`src/rtl/lc3b_mem_adapter.sv`:
```
// lc3b_mem_adapter: bridges the LC-3b level-held memory request to a
// registered physical memory transaction with byte-lane steering and a
// watchdog timeout. Defining LC3B_MEM_PERF_CNT_EN adds saturating
// read/write/stall/timeout counters.
module lc3b_mem_adapter #(
  parameter int TIMEOUT_CYCLES = 255,
  parameter int CNT_WIDTH      = 16
) (
  input  logic        clk,
  input  logic        rst,
  input  logic        mem_read,
  input  logic        mem_write,
  input  logic [1:0]  mem_byte_enable,
  input  logic [15:0] mem_address,
  input  logic [15:0] mem_wdata,
  output logic [15:0] mem_rdata,
  output logic        mem_resp,
  output logic        mem_error,
  output logic        pmem_read,
  output logic        pmem_write,
  output logic [15:0] pmem_address,
  output logic [1:0]  pmem_byte_enable,
  output logic [15:0] pmem_wdata,
  input  logic [15:0] pmem_rdata,
  input  logic        pmem_resp
`ifdef LC3B_MEM_PERF_CNT_EN
  ,output logic [CNT_WIDTH-1:0] rd_count
  ,output logic [CNT_WIDTH-1:0] wr_count
  ,output logic [CNT_WIDTH-1:0] stall_count
  ,output logic [7:0]           timeout_count
`endif
);

  typedef enum logic [1:0] {IDLE, ACCESS, RESP, HOLD} state_e;

  localparam logic [15:0] TO_LAST = 16'(TIMEOUT_CYCLES - 1);

  state_e      state_q, state_d;
  logic [15:0] cnt_q, cnt_d;
  logic [15:0] addr_q, addr_d;
  logic [1:0]  be_q, be_d;
  logic [15:0] wdata_q, wdata_d;
  logic [15:0] rdata_q, rdata_d;
  logic        wr_q, wr_d;
  logic        byte_q, byte_d;
  logic        hi_q, hi_d;
  logic        err_q, err_d;

  logic req, is_byte, timeout;

  assign req     = mem_read | mem_write;
  assign is_byte = (mem_byte_enable == 2'b01);
  assign timeout = (state_q == ACCESS) && !pmem_resp && (cnt_q == TO_LAST);

  // State and transaction registers; async reset discards any transaction
  always_ff @(posedge clk or posedge rst) begin
    if (rst) begin
      state_q <= IDLE;
      cnt_q   <= '0;
      addr_q  <= '0;
      be_q    <= '0;
      wdata_q <= '0;
      rdata_q <= '0;
      wr_q    <= 1'b0;
      byte_q  <= 1'b0;
      hi_q    <= 1'b0;
      err_q   <= 1'b0;
    end else begin
      state_q <= state_d;
      cnt_q   <= cnt_d;
      addr_q  <= addr_d;
      be_q    <= be_d;
      wdata_q <= wdata_d;
      rdata_q <= rdata_d;
      wr_q    <= wr_d;
      byte_q  <= byte_d;
      hi_q    <= hi_d;
      err_q   <= err_d;
    end
  end

  // Next-state: one request per IDLE visit, HOLD swallows a still-held request
  always_comb begin
    state_d = state_q;
    case (state_q)
      IDLE:    if (req) state_d = ACCESS;
      ACCESS:  if (pmem_resp || timeout) state_d = RESP;
      RESP:    state_d = HOLD;
      default: state_d = IDLE;
    endcase
  end

  // Datapath: capture and steer lanes at request, collect read data or abort
  always_comb begin
    cnt_d   = cnt_q;
    addr_d  = addr_q;
    be_d    = be_q;
    wdata_d = wdata_q;
    rdata_d = rdata_q;
    wr_d    = wr_q;
    byte_d  = byte_q;
    hi_d    = hi_q;
    err_d   = err_q;
    if (state_q == IDLE && req) begin
      cnt_d   = '0;
      addr_d  = {mem_address[15:1], 1'b0};
      wr_d    = mem_write;
      byte_d  = is_byte;
      hi_d    = mem_address[0];
      // Masks other than 01 behave as full-word accesses
      be_d    = is_byte ? (mem_address[0] ? 2'b10 : 2'b01) : 2'b11;
      wdata_d = is_byte ? {mem_wdata[7:0], mem_wdata[7:0]} : mem_wdata;
      err_d   = !is_byte && mem_address[0];
    end else if (state_q == ACCESS) begin
      if (pmem_resp) begin
        if (!wr_q)
          rdata_d = byte_q ? {8'h00, (hi_q ? pmem_rdata[15:8] : pmem_rdata[7:0])}
                           : pmem_rdata;
      end else begin
        cnt_d = cnt_q + 16'd1;
        if (timeout) begin
          rdata_d = '0;
          err_d   = 1'b1;
        end
      end
    end
  end

  // Outputs decoded from state so reset drops the strobes immediately
  always_comb begin
    pmem_read        = (state_q == ACCESS) && !wr_q;
    pmem_write       = (state_q == ACCESS) && wr_q;
    mem_resp         = (state_q == RESP);
    mem_error        = (state_q == RESP) && err_q;
    pmem_address     = addr_q;
    pmem_byte_enable = be_q;
    pmem_wdata       = wdata_q;
    mem_rdata        = rdata_q;
  end

`ifdef LC3B_MEM_PERF_CNT_EN
  logic [CNT_WIDTH-1:0] rd_cnt_q, rd_cnt_d, wr_cnt_q, wr_cnt_d, stall_cnt_q, stall_cnt_d;
  logic [7:0]           to_cnt_q, to_cnt_d;

  // Saturating event counters
  always_comb begin
    rd_cnt_d    = rd_cnt_q;
    wr_cnt_d    = wr_cnt_q;
    stall_cnt_d = stall_cnt_q;
    to_cnt_d    = to_cnt_q;
    if (state_q == RESP && !wr_q && rd_cnt_q != '1) rd_cnt_d = rd_cnt_q + 1'b1;
    if (state_q == RESP && wr_q && wr_cnt_q != '1)  wr_cnt_d = wr_cnt_q + 1'b1;
    if (state_q == ACCESS && !pmem_resp && stall_cnt_q != '1) stall_cnt_d = stall_cnt_q + 1'b1;
    if (timeout && to_cnt_q != '1) to_cnt_d = to_cnt_q + 8'd1;
  end

  // Counter registers
  always_ff @(posedge clk or posedge rst) begin
    if (rst) begin
      rd_cnt_q    <= '0;
      wr_cnt_q    <= '0;
      stall_cnt_q <= '0;
      to_cnt_q    <= '0;
    end else begin
      rd_cnt_q    <= rd_cnt_d;
      wr_cnt_q    <= wr_cnt_d;
      stall_cnt_q <= stall_cnt_d;
      to_cnt_q    <= to_cnt_d;
    end
  end

  assign rd_count      = rd_cnt_q;
  assign wr_count      = wr_cnt_q;
  assign stall_count   = stall_cnt_q;
  assign timeout_count = to_cnt_q;
`endif

endmodule

```
`config.mk`:
```
export PLATFORM = sky130hd
export DESIGN_NAME = lc3b_mem_adapter
export DESIGN_NICKNAME = d
export VERILOG_FILES = /design/src/rtl/lc3b_mem_adapter.sv
export SDC_FILE = /design/constraint.sdc
export NUM_CORES = 1
export LEC_CHECK = 0
export CORE_MARGIN = 4
export CORE_UTILIZATION = 40
export CTS_CLUSTER_DIAMETER = 150
export CTS_CLUSTER_SIZE = 16
export DETAILED_ROUTE_END_ITERATION = 8
export PLACE_DENSITY_LB_ADDON = 0.15
export SETUP_SLACK_MARGIN = 0.15
export SKIP_CTS_REPAIR_TIMING = 1
export SLEW_MARGIN = 20
export SYNTH_ARGS = -nofsm -noshare
export SYNTH_HDL_FRONTEND = slang
export SYNTH_SLANG_ARGS = --single-unit
```
`constraint.sdc`:
```
create_clock -name clk -period 1.8 [get_ports clk]
set_input_delay 0.18 -clock clk [delete_from_list [all_inputs] [get_ports clk]]
set_output_delay 0.18 -clock clk [all_outputs]
set_load 0.01 [all_outputs]
```
==> After elaboration in Yosys (flattened, before gate mapping) <==
Index checks and enable logic that the tools add are counted.
{ "totals": {"reg_bits": 71} }
{ "classes": {"addsub": 1, "n_eq_ne": 8, "mux": 18, "bitwise_logic": 2, "n_reduce_logical": 19} }
{ "ops": {"columns": ["op", "n"], "rows": [
  ["16-bit 2-to-1 mux", 8],
  ["16-bit by 1-bit adder with 16-bit output, second input constant", 1],
  ["16-bit by 8-bit equality test with 1-bit output, second input constant", 1],
  ["2-bit 2-to-1 mux", 4],
  ["8-bit 2-to-1 mux", 1],
  ["1-bit logical AND", 7],
  ["2-bit != test, second input constant", 3],
  ["2-bit one-hot mux with 3 select lines", 1],
  ["2-bit nonzero test", 3],
  ["2-bit by 1-bit equality test with 1-bit output, second input constant", 2],
  ["1-bit 2-to-1 mux", 4],
  ["2-bit AND reduction", 2],
  ["4-bit AND reduction", 1],
  ["1-bit logical NOT", 3],
  ["3-bit AND reduction", 1],
  ["2-bit equality test, second input constant", 1],
  ["2-bit logical NOT", 1],
  ["2-bit by 1-bit != test with 1-bit output, second input constant", 1],
  ["1-bit logical OR", 1],
  ["1-bit NOT", 1],
  ["1-bit OR", 1]
]} }

==> Logic depth before layout (Yosys ltp) <==
Gate-level depths: netlist of the first run.
{ "logic_depth": {"depth_word": 7, "mapped_depth": 8} }

==> Least setup slack after synthesis of the first run <==
No wires, ideal clock.
{ "synth_path": {"kind": "reg-to-reg", "start": "register state_q[0]", "end": "register cnt_q[13]", "setup_ns": 0.078, "arrival_time_ns": 1.788, "required_time_ns": 1.722, "setup_slack_ns": -0.066, "path_stages_with_launch": 7, "n_path_buf": 0, "period_less_slack_ns": 1.866, "path_cell_list": "dfrtp_1 -> inv_1 -> ha_1 -> o21a_1 -> o2111ai_4 -> or4_1 -> a21oi_1"} }
{ "synth_via": {"elab_chain_len": 4} }
{ "synth_rtl": {"columns": ["item", "line_no", "source"], "rows": [
  ["start: declaration", "38", "state_e state_q, state_d;"],
  ["start signal: assignment", "69", "state_q <= state_d;"],
  ["2-bit logical NOT", "104", "if (state_q == IDLE && req) begin"],
  ["1-bit logical AND", "104", null],
  ["2-bit by 1-bit != test with 1-bit output (no line) / 2-bit nonzero test (equally long branches)", null, null],
  ["2-bit AND reduction (no line)", null, null],
  ["end signal: assignment", "70", "cnt_q <= cnt_d;"],
  ["end: declaration", "39", "logic [15:0] cnt_q, cnt_d;"]
]} }
Parallel ways exist; a longest one is shown, timed or not.
A chain may end at the register's enable or synchronous reset.

==> Final worst setup path of the first run <==
{ "layout_path": {"start": "register state_q[0]", "end": "register cnt_q[15]"} }
The elaborated chain is that of the path after synthesis.

==> results of run 1 <==
flip-flops by register name, indices dropped and copies added, names as in the netlist:
name and cells:
mem_rdata 16, wr_q 1, err_q 1, cnt_q 16, hi_q 1, pmem_wdata 16
byte_q 1, state_q 2, pmem_byte_enable 2, pmem_address 15
per-stage QoR:
step           setup slack, ps  hold slack, ps  area (um^2)  TNS [ps]  instances
2_1_floorplan            34.26           276.1         3321         0        341
6_report                -21.20           292.5         5167    -21.20        583
3_3_place_gp            -14.16           457.4         4626    -21.30        555
3_5_place_dp            -75.57           459.2         4626    -492.4        555
4_1_cts                 -222.2           293.2         4836    -600.4        570
5_1_grt                 -75.92           318.8         5167    -187.1        583
worst min path at each step:
stage	slack [ps]	endpoint	from	cells past startpoint
3_3_place_gp	460	pmem_address[8]	pmem_address[8]	2
5_1_grt	320	pmem_wdata[5]	rst	3
3_5_place_dp	460	pmem_byte_enable[1]	pmem_byte_enable[1]	2
2_1_floorplan	280	pmem_byte_enable[0]	mem_address[0]	1
6_report	290	pmem_wdata[5]	rst	3
4_1_cts	290	pmem_wdata[5]	rst	3
per-layer routing:
layer  GRT usage  share of wire  vias up
li1            -              -     1435
met1      0.2227           0.41     1434
met2      0.2796           0.50       99
met3     0.08786          0.090        6
met4     0.03940         0.0081        0
met5           0              0        -
cell usage in the layout, fill, tap and decap left out, drive strengths merged, types with 4 or more instances in the layout:
cell and count:
nand2 111, clkdlybuf4s50 103, dfrtp 71, buf 35, nor2 27, clkbuf 13, a31oi 9, xor2 8
mux2i 8, a32o 8, o22ai 8, nand4 7, nand3 6, o21ai 6, ha 5, and2 4
inv 4, or4 4, a21oi 4
critical path: cells and delay by family (launching register included):
family | cells | cell delay [ps]
compound gates | 3 | 570
fa+ha+maj | 1 | 130
flops | 1 | 400
buf+inv | 3 | 450
simple gates | 1 | 140
power by group through the flow:
| stage | logic, uW | registers (uW) | clock network (uW) |
|---|---|---|---|
| detailed placement | 3370 | 2570 | 0 |
| finish | 3780 | 2560 | 1360 |
| global route | 4120 | 2640 | 1460 |
| global placement | 3310 | 2560 | 0 |
| floorplan | 1390 | 2810 | 0 |
| CTS | 3390 | 2550 | 1400 |
final cells by class:
type / instances / area (um^2) / area share
repair buffers: 143 / 1434 / 0.2775
clock buffers: 9 / 123.9 / 0.02397
clock inverters: 6 / 86.33 / 0.01671
inverters: 5 / 22.52 / 0.004358
multi-input cells: 247 / 1597 / 0.3090
well taps: 102 / 127.6 / 0.02470
flip-flops and latches: 71 / 1777 / 0.3438
cell families (layout without fill, tap and decap cells):
logic type      count (synthesis)  after routing  synth area share
compound gates                 48             48            0.1133
xor+xnor                       10             10           0.02697
fa+ha+maj                       5              5           0.01926
buf+inv                        23            163           0.03082
flops                          71             71            0.5470
mux                             8              8           0.02465
other cells                     1              1          0.001155
simple gates                  175            175            0.2369
cell usage after synthesis (6+ instances only):
cell type / number
nand4_1: 6
o22ai_1: 8
xor2_1: 8
dfrtp_1: 71
nand2_1: 111
a31oi_1: 9
nand3_1: 6
nor2_1: 27
mux2i_1: 8
a32o_1: 8
clkbuf_1: 9
==> metrics.md, run 1 <==
| Metric | Value |
|---|---|
| Status | `complete, but fails checks` |
| Failing checks | `setup timing` |
| CP max-delay cell | `dfrtp_1` |
| # Max-Cap Violations | `0` |
| Worst R2R Setup Slack | `-20 ps` |
| # IOs | `109` |
| Switch share | `0.3455` |
| CTS Buffer Depth | `2` |
| Post-Route WL | `9285 um` |
| P_int | `5038 uW` |
| Overall Global Routing Usage | `0.1780` |
| Synth-to-layout area growth | `59.09%` |
| CP endpoint kind | `register` |
| Worst-path cell chain | `buf_4, ha_4, nor2b_4, buf_6, o2111ai_4, buf_6, o311ai_4, o41ai_2` |
| Ys flop type | `dfrtp_1` |
| Vias per inst | `5.101` |
| Post-DP HPWL | `5955 um` |
| Final #Nets | `537` |
| Cts bufs inserted | `9` |
| Row count | `32` |
| Min Tclk post-route | `1821 ps` |
| Reg2reg path depth | `8` |
| Die X | `98.11 um` |
| First-pass GRT wire length | `13,920 um` |
| Share of cells above drive strength 1 | `0.1850` |
| Number of remaining DRC errors | `0` |
| Share of total power in sequential cells | `0.332` |
| Cells after synthesis | `341` |
| FF-to-FF Start | `state_q[0]` |
| # setup viols final | `1` |
| Antenna violations before repair | `0` |
| HP Class | `in2async` |
| Final Worst Setup Slack | `-21.20 ps` |
| Vias in the first global route | `2,937` |
| DR WL/cell | `15.93 um` |
| Fmax | `0.5491 GHz` |
| Sink Count | `71` |
| Final period utilization | `1.012` |
| Critical path type | `reg2reg` |
| Initial DRT Pass Iterations | `4` |
| Top-area cell type share of the netlist area | `0.5470` |
| Avg Inst Size Synth | `9.525 um^2` |
| Pwr dens | `1490 nW/um^2` |
| Crit path to | `cnt_q[15]` |
| Crit-path max cell delay | `400 ps` |
| Sequential fraction of the synthesis area | `0.5470` |
| Post-synth ARST share | `1.000` |
| Post-synth EDFFs | `0` |
| Fill cells | `635` |
| Congestion Overflow GR | `0` |
| Yosys warns | `0` |
| CTS H-tree lvls | `3` |
| Worst clock skew | `5.936 ps` |
| Antenna Cells | `0` |
| Max Slew Vio Count | `0` |
| Total chip power | `7698 uW` |
| Worst-path fanout max | `5` |
| Most frequent CP cell | `buf_6` |
| #FFs+latches synth | `71` |
| Syn Nets | `401` |
| ANT nets after route | `0` |
| Leakage power | `0.002329 uW` |
| Largest net degree at the start of global routing | `72` |
| Mapped Area | `3248 um^2` |
| Comb pwr share | `0.491` |
| Netlist cell types | `47` |
| CTS root buf | `clkbuf_8` |
| Area leader, netlist | `dfrtp_1` |
| PortBufs | `107` |
| Final core occ | `0.6619` |
| Max VDD drop | `832.6 uV` |
| CTS tree | `done` |
| Clk_lat worst skew | `330 ps` |
| Detailed-route via count | `2,974` |
| Crit path launch type | `register` |
| Clock network fraction of total power | `0.177` |
| Fin. Hold Viols | `0` |
| Critical Path AT | `2030 ps` |
| Die ar. | `9626 um^2` |
| First DRT Iteration DRCs | `161` |
| RSZ-0062 raised after global routing | `true` |
| Largest cells by area after synthesis | `dfrtp_1, nand2_1, nor2_1, a32o_1, mux2i_1` |
| Core area | `7807 um^2` |
| Crit path from | `state_q[0]` |
| DIE HEIGHT | `98.11 um` |
| Routability congestion estimate | `0.7888` |
| Worst EP required | `2010 ps` |
| Worst-path clk slew | `70 ps` |
| P_sw | `2660 uW` |
| Initial Util | `0.4160` |
| Worst reg2reg endpoint | `cnt_q[15]` |
Note: power is estimated with default switching activity, not from simulation.
==> run 2: changes to the inputs <==
- CAP_MARGIN: not set -> 20
- CELL_PAD_IN_SITES_DETAIL_PLACEMENT: not set -> 0
- CELL_PAD_IN_SITES_GLOBAL_PLACEMENT: not set -> 1
- CORE_UTILIZATION: 40 -> 30
==> run 2 against run 1 <==
Compared with the run above:
- critical endpoint is now cnt_q[11]
- maximum frequency is 2.1% higher
- utilization is 18 points lower
- worst setup slack gained 37 ps
- the flow now finishes without violations
- hold slack got worse by 28 ps
==> metrics.md, run 2 (synthesis gave the netlist of run 1 again) <==
| Metric | Value |
|---|---|
| Vias per inst | `4.717 (was 5.101)` |
| Share of cells above drive strength 1 | `0.1471 (was 0.1850)` |
| Worst reg2reg endpoint | `cnt_q[11] (was cnt_q[15])` |
| Crit path to | `cnt_q[11] (was cnt_q[15])` |
| Max Slew Vio Count | `0 (unchanged)` |
| Number of cells in the finished layout apart from fillers | `612 (was 583)` |
| Initial DRT Pass Iterations | `5 (was 4)` |
| Most common cell after layout, fill and taps aside | `nand2_1 (unchanged)` |
| Multi-input gate area | `1499 um^2 (was 1597 um^2)` |
| Storage cell area | `1777 um^2 (unchanged)` |
| CTS H-tree lvls | `3 (unchanged)` |
| Die ar. | `12,560 um^2 (was 9626 um^2)` |
| CP endpoint kind | `register (unchanged)` |
| Clk_lat worst skew | `350 ps (was 330 ps)` |
| # Max-Cap Violations | `0 (unchanged)` |
| CTS Buffer Depth | `2 (unchanged)` |
| ANT nets after route | `0 (unchanged)` |
| Number of remaining DRC errors | `0 (unchanged)` |
| Cell area after layout | `4996 um^2 (was 5167 um^2)` |
| Min Tclk post-route | `1784 ps (was 1821 ps)` |
| Final setup TNS | `0 ps (was -21.20 ps)` |
| Fill cells | `1,020 (was 635)` |
| Critical path type | `reg2reg (unchanged)` |
| Setup WS pre-CTS | `-48.35 ps (was -75.57 ps)` |
| Final #Nets | `532 (was 537)` |
| Detailed-route via count | `2,887 (was 2,974)` |
| Worst clock skew | `7.429 ps (was 5.936 ps)` |
| Critical Path AT | `2060 ps (was 2030 ps)` |
| Worst-path clk slew | `80 ps (was 70 ps)` |
| Cells after DPL | `591 (was 555)` |
| Congestion Overflow GR | `0 (unchanged)` |
| Post-DP HPWL | `6249 um (was 5955 um)` |
| Max VDD drop | `696.1 uV (was 832.6 uV)` |
| HP Class | `in2async (unchanged)` |
| CTS tree | `done (unchanged)` |
| RSZ-0062 raised after global routing | `true (unchanged)` |
| Final Worst Setup Slack | `15.52 ps (was -21.20 ps)` |
| Antenna Cells | `0 (unchanged)` |
| Routability congestion estimate | `0.7851 (was 0.7888)` |
| Status | `finished, final reports clean (was complete, but fails checks)` |
| Core area | `10,420 um^2 (was 7807 um^2)` |
| Fmax | `0.5604 GHz (was 0.5491 GHz)` |
| Antenna violations before repair | `0 (unchanged)` |
| First-pass GRT wire length | `14,900 um (was 13,920 um)` |
| Overall Global Routing Usage | `0.1455 (was 0.1780)` |
| Sink Count | `71 (unchanged)` |
| Crit path from | `state_q[0] (unchanged)` |
| Most frequent cells in the layout | `nand2_1, clkdlybuf4s50_1, dfrtp_1 (unchanged)` |
| Die X | `112.1 um (was 98.11 um)` |
| Vias in the first global route | `2,940 (was 2,937)` |
| # IOs | `109 (unchanged)` |
| Cts bufs inserted | `9 (unchanged)` |
| Row count | `37 (was 32)` |
| DIE HEIGHT | `112.1 um (was 98.11 um)` |
| PortBufs | `107 (unchanged)` |
| # setup viols final | `0 (was 1)` |
| Placed cell area | `4671 um^2 (was 4626 um^2)` |
| Final period utilization | `0.9914 (was 1.012)` |
| FF-to-FF Start | `state_q[0] (unchanged)` |
| DR WL/cell | `14.85 um (was 15.93 um)` |
| Crit path launch type | `register (unchanged)` |
| Pwr dens | `1455 nW/um^2 (was 1490 nW/um^2)` |
| First DRT Iteration DRCs | `106 (was 161)` |
| Fin. Hold Viols | `0 (unchanged)` |
| Post-Route WL | `9086 um (was 9285 um)` |
| Synth-to-layout area growth | `53.81% (was 59.09%)` |
| Worst EP required | `2070 ps (was 2010 ps)` |
| CTS root buf | `clkbuf_8 (unchanged)` |
| Largest net degree at the start of global routing | `72 (unchanged)` |
| Leakage power | `0.002269 uW (was 0.002329 uW)` |
| Worst-path fanout max | `6 (was 5)` |
| Reg2reg path depth | `7 (was 8)` |
| Initial Util | `0.3118 (was 0.4160)` |
| Worst R2R Setup Slack | `20 ps (was -20 ps)` |
## run 2: cell types whose count changed in the layout (fill, tap and decap cells not counted), sizes merged
cell and change:
bufinv -1, buf -5, clkbuf -1, dlymetal6s2s +1, inv +1
## run 2: worst min-delay path by stage
stage | start | to | slack [ps] | cells after the start
5_1_grt | rst | pmem_wdata[14] | 310 | 3
3_3_place_gp | pmem_byte_enable[1] | pmem_byte_enable[1] | 460 | 2
4_1_cts | rst | cnt_q[4] | 300 | 3
6_report | rst | pmem_wdata[14] | 260 | 3
2_1_floorplan | mem_address[0] | pmem_byte_enable[0] | 280 | 1
3_5_place_dp | pmem_byte_enable[1] | pmem_byte_enable[1] | 460 | 2
## run 2: power breakdown
part | switching (uW) | internal [uW]
clock network | 629 | 630
registers | 349 | 2210
logic | 1600 | 1850
## run 2: final cells by class
type	count	area share
Tap cell	136	0.03406
Clock buffer	9	0.02479
Multi-Input combinational cell	247	0.3000
Sequential cell	71	0.3556
Inverter	5	0.004508
Timing Repair Buffer	138	0.2687
Clock inverter	6	0.01227
## run 2: stage by stage
stage                     hold slack, ps    util  power (uW)
after floorplan                    276.1       -        4198
after global placement             456.4  0.4484        5910
after detailed placement           457.0  0.4484        5958
after CTS                          298.6  0.4662        7249
after global routing               312.7  0.4796        7824
final                              264.4  0.4796        7268
## run 2: worst max-delay path, cell delays in order, from the launching register on
cell and delay (ps):
dfrtp_1 440, inv_2 110, ha_4 170, o21a_4 170
o2111ai_4 130, buf_6 160, or4_4 410, a21oi_2 120
## run 2: routing by layer
| layer | vias up | global-route usage | part of all wire | wire length, um |
|---|---|---|---|---|
| met5 | - | 0 | 0 | 0 |
| met1 | 1363 | 0.2013 | 0.46 | 4175 |
| met2 | 89 | 0.2110 | 0.45 | 4069 |
| met3 | 9 | 0.05067 | 0.082 | 747 |
| met4 | 0 | 0.05288 | 0.010 | 93 |
| li1 | 1426 | - | - | - |
